**src/rtl/qspi_tx_sequencer.sv**
```systemverilog
// QSPI TX sequencer: pops 32-bit words from the TX fifo and presents them
// byte-serially (little-endian) to the shift engine for a programmed length.
module qspi_tx_sequencer #(
    parameter int unsigned LEN_W     = 16,
    parameter int unsigned STALL_MAX = 255
) (
    input  logic             clk,
    input  logic             rst_n,
    input  logic             start,
    input  logic [LEN_W-1:0] xfer_len,
    input  logic             abort,
    output logic             fifo_rd_en,
    input  logic [31:0]      fifo_data_out,
    input  logic             fifo_empty,
    output logic             byte_valid,
    output logic [7:0]       byte_data,
    input  logic             byte_ready,
    output logic             busy,
    output logic             done,
    output logic             underflow,
    output logic [LEN_W-1:0] bytes_left
);

    localparam int unsigned STALL_W = $clog2(STALL_MAX + 1);

    typedef enum logic [1:0] {
        IDLE  = 2'd0,
        FETCH = 2'd1,
        WAIT  = 2'd2,
        SEND  = 2'd3
    } state_t;

    state_t             state;
    logic [31:0]        word;
    logic [1:0]         idx;
    logic [STALL_W-1:0] stall_cnt;

    // Pop strobe must never fire on an empty fifo, so it is a direct decode.
    assign fifo_rd_en = (state == FETCH) && !fifo_empty;
    assign byte_valid = (state == SEND);
    assign byte_data  = word[{idx, 3'b000} +: 8];
    assign busy       = (state != IDLE);

    always_ff @(posedge clk) begin
        if (!rst_n) begin
            state      <= IDLE;
            word       <= '0;
            idx        <= '0;
            stall_cnt  <= '0;
            done       <= 1'b0;
            underflow  <= 1'b0;
            bytes_left <= '0;
        end else begin
            done      <= 1'b0;
            underflow <= 1'b0;
            // abort wins over everything, including a final-byte handshake
            if (abort && (state != IDLE)) begin
                state      <= IDLE;
                bytes_left <= '0;
                stall_cnt  <= '0;
            end else begin
                case (state)
                    IDLE: begin
                        if (start && !abort) begin
                            if (xfer_len == '0) begin
                                done <= 1'b1;
                            end else begin
                                bytes_left <= xfer_len;
                                stall_cnt  <= '0;
                                state      <= FETCH;
                            end
                        end
                    end
                    FETCH: begin
                        if (!fifo_empty) begin
                            stall_cnt <= '0;
                            state     <= WAIT;
                        end else if (stall_cnt == STALL_W'(STALL_MAX - 1)) begin
                            underflow  <= 1'b1;
                            bytes_left <= '0;
                            stall_cnt  <= '0;
                            state      <= IDLE;
                        end else begin
                            stall_cnt <= stall_cnt + STALL_W'(1);
                        end
                    end
                    WAIT: begin
                        word  <= fifo_data_out;
                        idx   <= '0;
                        state <= SEND;
                    end
                    SEND: begin
                        if (byte_ready) begin
                            bytes_left <= bytes_left - LEN_W'(1);
                            idx        <= idx + 2'd1;
                            // leftover bytes of a final partial word are dropped
                            if (bytes_left == LEN_W'(1)) begin
                                done  <= 1'b1;
                                state <= IDLE;
                            end else if (idx == 2'd3) begin
                                state <= FETCH;
                            end
                        end
                    end
                    default: state <= IDLE;
                endcase
            end
        end
    end

endmodule

```
**config.mk**
```make
export PLATFORM = sky130hd
export DESIGN_NAME = qspi_tx_sequencer
export DESIGN_NICKNAME = d
export VERILOG_FILES = /design/src/rtl/qspi_tx_sequencer.sv
export SDC_FILE = /design/constraint.sdc
export NUM_CORES = 1
export LEC_CHECK = 0
export ABC_AREA = 1
export ABC_CLOCK_PERIOD_IN_PS = 2000
export CELL_PAD_IN_SITES_DETAIL_PLACEMENT = 1
export CELL_PAD_IN_SITES_GLOBAL_PLACEMENT = 1
export CORE_ASPECT_RATIO = 0.9
export CORE_MARGIN = 1.5
export CORE_UTILIZATION = 34
export DETAILED_ROUTE_END_ITERATION = 16
export PLACE_DENSITY_LB_ADDON = 0.1
export SKIP_LAST_GASP = 1
export SLEW_MARGIN = 20
export SYNTH_ARGS = -nofsm -noshare
export SYNTH_HDL_FRONTEND = slang
export SYNTH_SLANG_ARGS = --single-unit
```
**constraint.sdc**
```tcl
create_clock -name clk -period 2 [get_ports clk]
set_clock_uncertainty 0.05 [all_clocks]
set_input_delay 0.4 -clock clk [delete_from_list [all_inputs] [get_ports clk]]
set_output_delay 0.4 -clock clk [all_outputs]
set_load 0.01 [all_outputs]
```
---- Yosys cells after proc, flatten, opt, wreduce, memory -nomap -nowiden ----
Index checks and enable logic that the tools add are counted.
W data, S select, Z words.
storage, ports and cells
  register bits after elaboration ......... 62
  bits of input ports ..................... 54
  output and inout port bits .............. 29
  word-level logic and storage cells ...... 73
operators by class
  $add $sub $neg .......................... 3
  equality and inequality tests ........... 13
  shifts and indexed selects .............. 1
  muxes and demuxes ....................... 27
  bitwise operators ....................... 4
  reduce and logical (&&, ||, !) cells .... 18
operators with widths
  kind                     count
  $mux W16                 5
  $pmux W16 S3             1
  $mux W8                  4
  $shiftx A32 B6 Y8        1
  $eq A16 B1 Y1 const B    1
  $logic_not A16 Y1        1
  $mux W2                  8
  $pmux W8 S2              1
  $sub A16 B1 Y16 const B  1
  $add A8 B1 Y8 const B    1
  $eq A8 B8 Y1 const B     1
  $pmux W2 S4              1
  $eq A2 B2 Y1 const B     3
  $ne A2 B2 Y1 const B     3
  $reduce_and A3 Y1        2
  $reduce_and A6 Y1        1
  $reduce_bool A2 Y1       3
  $mux W1                  5
  $reduce_and A5 Y1        1
  $ne A2 B1 Y1 const B     2
  $not A1 Y1               4
  $pmux W2 S2              1
  $reduce_or A4 Y1         1
  $logic_and A1 B1 Y1      3
  10 further kinds         11

---- Depth between registers and ports, before layout ----
  word-level depth ........................ 5
  mapped depth ............................ 12
  mapped depth without buffers ............ 12

---- Worst setup path before layout ----
Ideal clock, no wire load.
  path kind ............................... reg2reg
  start point ............................. reg state[0]
  end point ............................... reg bytes_left[15]
  library setup time ...................... 0.117 ns
  arrival ................................. 1.633 ns
  required time ........................... 1.833 ns
  slack ................................... 0.199 ns
  cell stages (with the launch flop) ...... 10
  path buffers ............................ 1
  period minus slack after synthesis ...... 1.801 ns
  cell sequence ........................... dfxtp_1 > ha_1 > inv_2 > or2_4 > nand3_1 > a21oi_2 > nor2b_4 > buf_6 > o21ai_0 > nor2_1
on the way
  word-level cells in the longest chain between the ends .. 3
  elaborated cells on any way between the ends .. 14
  those cells by class .................... 7 x eq/ne; 1 x mux; 6 x reduce/logical
RTL lines
  item                                                                        RTL line  text
  start: declaration                                                          33        state_t state;
  start signal: assignment                                                    46        state <= IDLE;
  start signal: assignment                                                    58        state <= IDLE;
  start signal: assignment                                                    70        state <= FETCH;
  $eq A2 B2 Y1 *                                                              -
  net byte_valid                                                              15        output logic byte_valid,
  $ne A2 B1 Y1 (no source line) / $reduce_bool A3 Y1 (equally long branches)  -
  $reduce_and A6 Y1 (no source line)                                          -
  end signal: assignment                                                      68        bytes_left <= xfer_len;
  end signal: assignment                                                      94        bytes_left <= bytes_left - LEN_W'(1);
  end: declaration                                                            21        output logic [LEN_W-1:0] bytes_left
Mark *: on every way through the listed nets, which the timed path passes. The rest lies on a longest branch.
A chain may end at the register's enable or synchronous reset.

---- Worst setup path in the final report ----
  start point ............................. reg state[0]
  end point ............................... out fifo_rd_en
on the way
  word-level cells in the longest chain between the ends .. 2
RTL lines
  item                 RTL line  text
  $eq A2 B1 Y1         39        assign fifo_rd_en = (state == FETCH) && !fifo_empty;
  $logic_and A1 B1 Y1  39
  end: declaration     12        output logic fifo_rd_en,
Every way passes these cells.

==> run metrics <==
vias per inst=4.953; CP Data Required Time=1.55 ns; input/output buffers=82; Leakage=roughly 2.2 nW; layout cell share with drive strength beyond 1=0.1387; RSZ-0062 raised after global routing=true; num ports=a little over 80; Bufs and invs on worst path=3; TritonCTS Sinks=62; post-layout minimum cycle time=approximately 1.9 ns; Setup WS pre-CTS=-0.2482 ns; WHS=~0.42 ns; largest net degree at the start of global routing=34; worst skew pair latency=0.34 ns; vias in the first global route=~3,800; Worst Hold Class=reg2reg; measured slew at the worst slew-check pin=about 0.38 ns; outcome=finished clean; Congestion Overflow GR=0; YS warnings=0; complex-gate fraction of the synthesized area=0.1552; sequential fraction of the synthesis area=0.3622; Worst VDD drop=roughly 500 uV; Crit path max-delay family=buffers and inverters; simple-gate area share of the yosys netlist=0.3651; Crit Path Max Fanout=5; endpoints failing setup=0; CTS tree=yes; Die H=between 90 and 100 um; Max-cap violations=0; Post-CTS Hold Buffers=0; Finished Layout Cells=782; most common cell after layout, fill and taps aside=nor2_1; clk root buf=clkbuf_8; starting density of the core=0.3518; multiplexer share of the synthesized area=0; NumNets Final=between 700 and 800; dpl cells=761; H-Tree Level Count=3; Slew Viols, Final=0; GPL Wtd Cong=0.8706; Achievable Freq=~520 MHz; most frequent cells in the layout=nor2_1 (136), nand2_1 (101), clkdlybuf4s50_1 (71), dfxtp_1 (59), o21ai_0 (56); Fin. Hold Viols=0; antenna-violating nets left=0; asr flop ratio synth=0; Power Dens Cells=1166 nW/um2; critical path class=reg2out; crit path from=state[0]; Inserted Clock Buffers=9; via count=around 3,900; post-layout util=0.4988; main combinational cell family by area after synthesis=simple AND/OR/NAND/NOR gates; top_reg_cell synth=dfxtp_1; Cell variety after synth=35; fin crit share=0.9554; width of the die=about 110 um; syn avg cell area=roughly 6.4 um2; area growth from synthesis to layout=41.80%; Setup WS post-layout=between 0.08 and 0.09 ns; Slew HR=0.7443; worst path cell trace=buf_4, ha_1, nand2_2, inv_1, dlygate4sd2_1; flop and latch count out of synthesis=slightly above 60; DRT Pass-1 Iters=4; XOR/XNOR Fraction of Synth Area=0.01278; Max stage delay on crit path=0.33 ns; Synth Cell Area=between 3000 and 4000 um2; Slowest cell on crit path=dfxtp_2; synthesized net count=600; DP HPWL=around 8500 um; startpoint of the worst hold path=idx[0]; Worst-path clk slew=roughly 0.070 ns; Post-Route WL=~12,000 um; Post-synth EDFFs=0; # rows=34; first-pass GRT wire length=between 15,000 and 20,000 um; Core Region=9742 um2; Die Area=between 10,000 and 15,000 um2; Synth Area in Adders=0.03286; startpoint types=flip-flop; initial antenna violation count=0; # DRC=0; CTS max path bufs=2; Syn Inst Count=roughly 540; CP arrival=1.46 ns; DRT iter0 DRCs=around 200; WL/cell=between 10 and 15 um; total track usage=0.2214; Antenna Cells=0; CP Capture Type=output port
==> kinds of logic (layout without fill, tap and decap cells) <==
kind of cell | count (synthesis) | after routing
AOI/OAI and AO/OA | 101 | 101
xor gates and xnor gates | 5 | 5
adders and majority gates | 9 | 9
buffers and inverters | 60 | 178
DFF | 62 | 62
and+or+nand+nor | 300 | 301
==> area by class of cell <==
class                   instances  area [um2]
clock buffers                  10       137.6
fillers                      1298        4882
multi-input cells             416        1989
flip-flops and latches         62        1247
well taps                     126       157.7
repair buffers                122        1131
inverters                      40       150.1
clock inverters                 6       46.29
==> through the flow <==
stage                     setup TNS [ns]  total power, mW  area [um2]
after global placement            -3.266            4.398        4604
final                                  0            5.668        4860
after floorplan                        0            3.343        3427
after detailed placement          -4.644            4.477        4604
after global routing            -0.03969            6.111        4860
after CTS                    -0.00005684            5.537        4788
==> synth_stat cells (3+ instances only) <==
library cell | count | share of area
nor2_1 | 141 | 0.15
nand2_1 | 102 | 0.11
o21ai_0 | 65 | 0.095
dfxtp_1 | 62 | 0.36
inv_1 | 37 | 0.041
nand3_1 | 27 | 0.039
a21oi_1 | 20 | 0.029
clkbuf_1 | 12 | 0.013
o22ai_1 | 10 | 0.018
ha_1 | 9 | 0.033
nor3_1 | 8 | 0.012
nand4_1 | 6 | 0.011
buf_2 | 5 | 0.0073
or2_2 | 4 | 0.0073
nand2_2 | 3 | 0.0055
xnor2_1 | 3 | 0.0077
==> registers in the layout (all words and copies together), names as in the netlist, named ones only <==
name        count
word           32
bytes_left     16
stall_cnt       8
idx             2
done            1
state           1
underflow       1
==> repair_timing <==
action,4_1_cts,5_1_grt
buffers inserted,0,4
gates resized for setup,14,34
cloned,1,0
setup endpoints to repair,14,64
==> per-layer routing <==
layer	global-route usage	vias to the layer above	part of all wire
met5	0	-	0
met4	0.04555	0	0.0044
met3	0.04673	2	0.044
met2	0.3512	89	0.47
met1	0.3089	1821	0.48
li1	-	1961	-
==> worst reg2reg max path, delay by kind of cell (launching register included) <==
kind,cells,cell delay [ns]
AOI/OAI and AO/OA,2,0.24
adders and majority gates,1,0.23
buffers and inverters,3,0.39
DFF,1,0.33
and+or+nand+nor,5,0.53
==> where the power goes <==
group	internal, mW	total [mW]	leakage (nW)	switching (mW)
combinational	1.25	2.92	1.58	1.67
sequential	1.49	1.72	0.505	0.232
clock	0.489	1.02	0.0889	0.536
==> path summary, 6_finish.rpt <==
kind,cells past startpoint,slack [ns],to
setup / recovery,5,0.09,fifo_rd_en
hold / removal,1,0.42,idx[0]
hold reg to reg,1,0.42,idx[0]
setup reg to reg,11,0.16,stall_cnt[5]
Power figures use the tool's default switching activity.
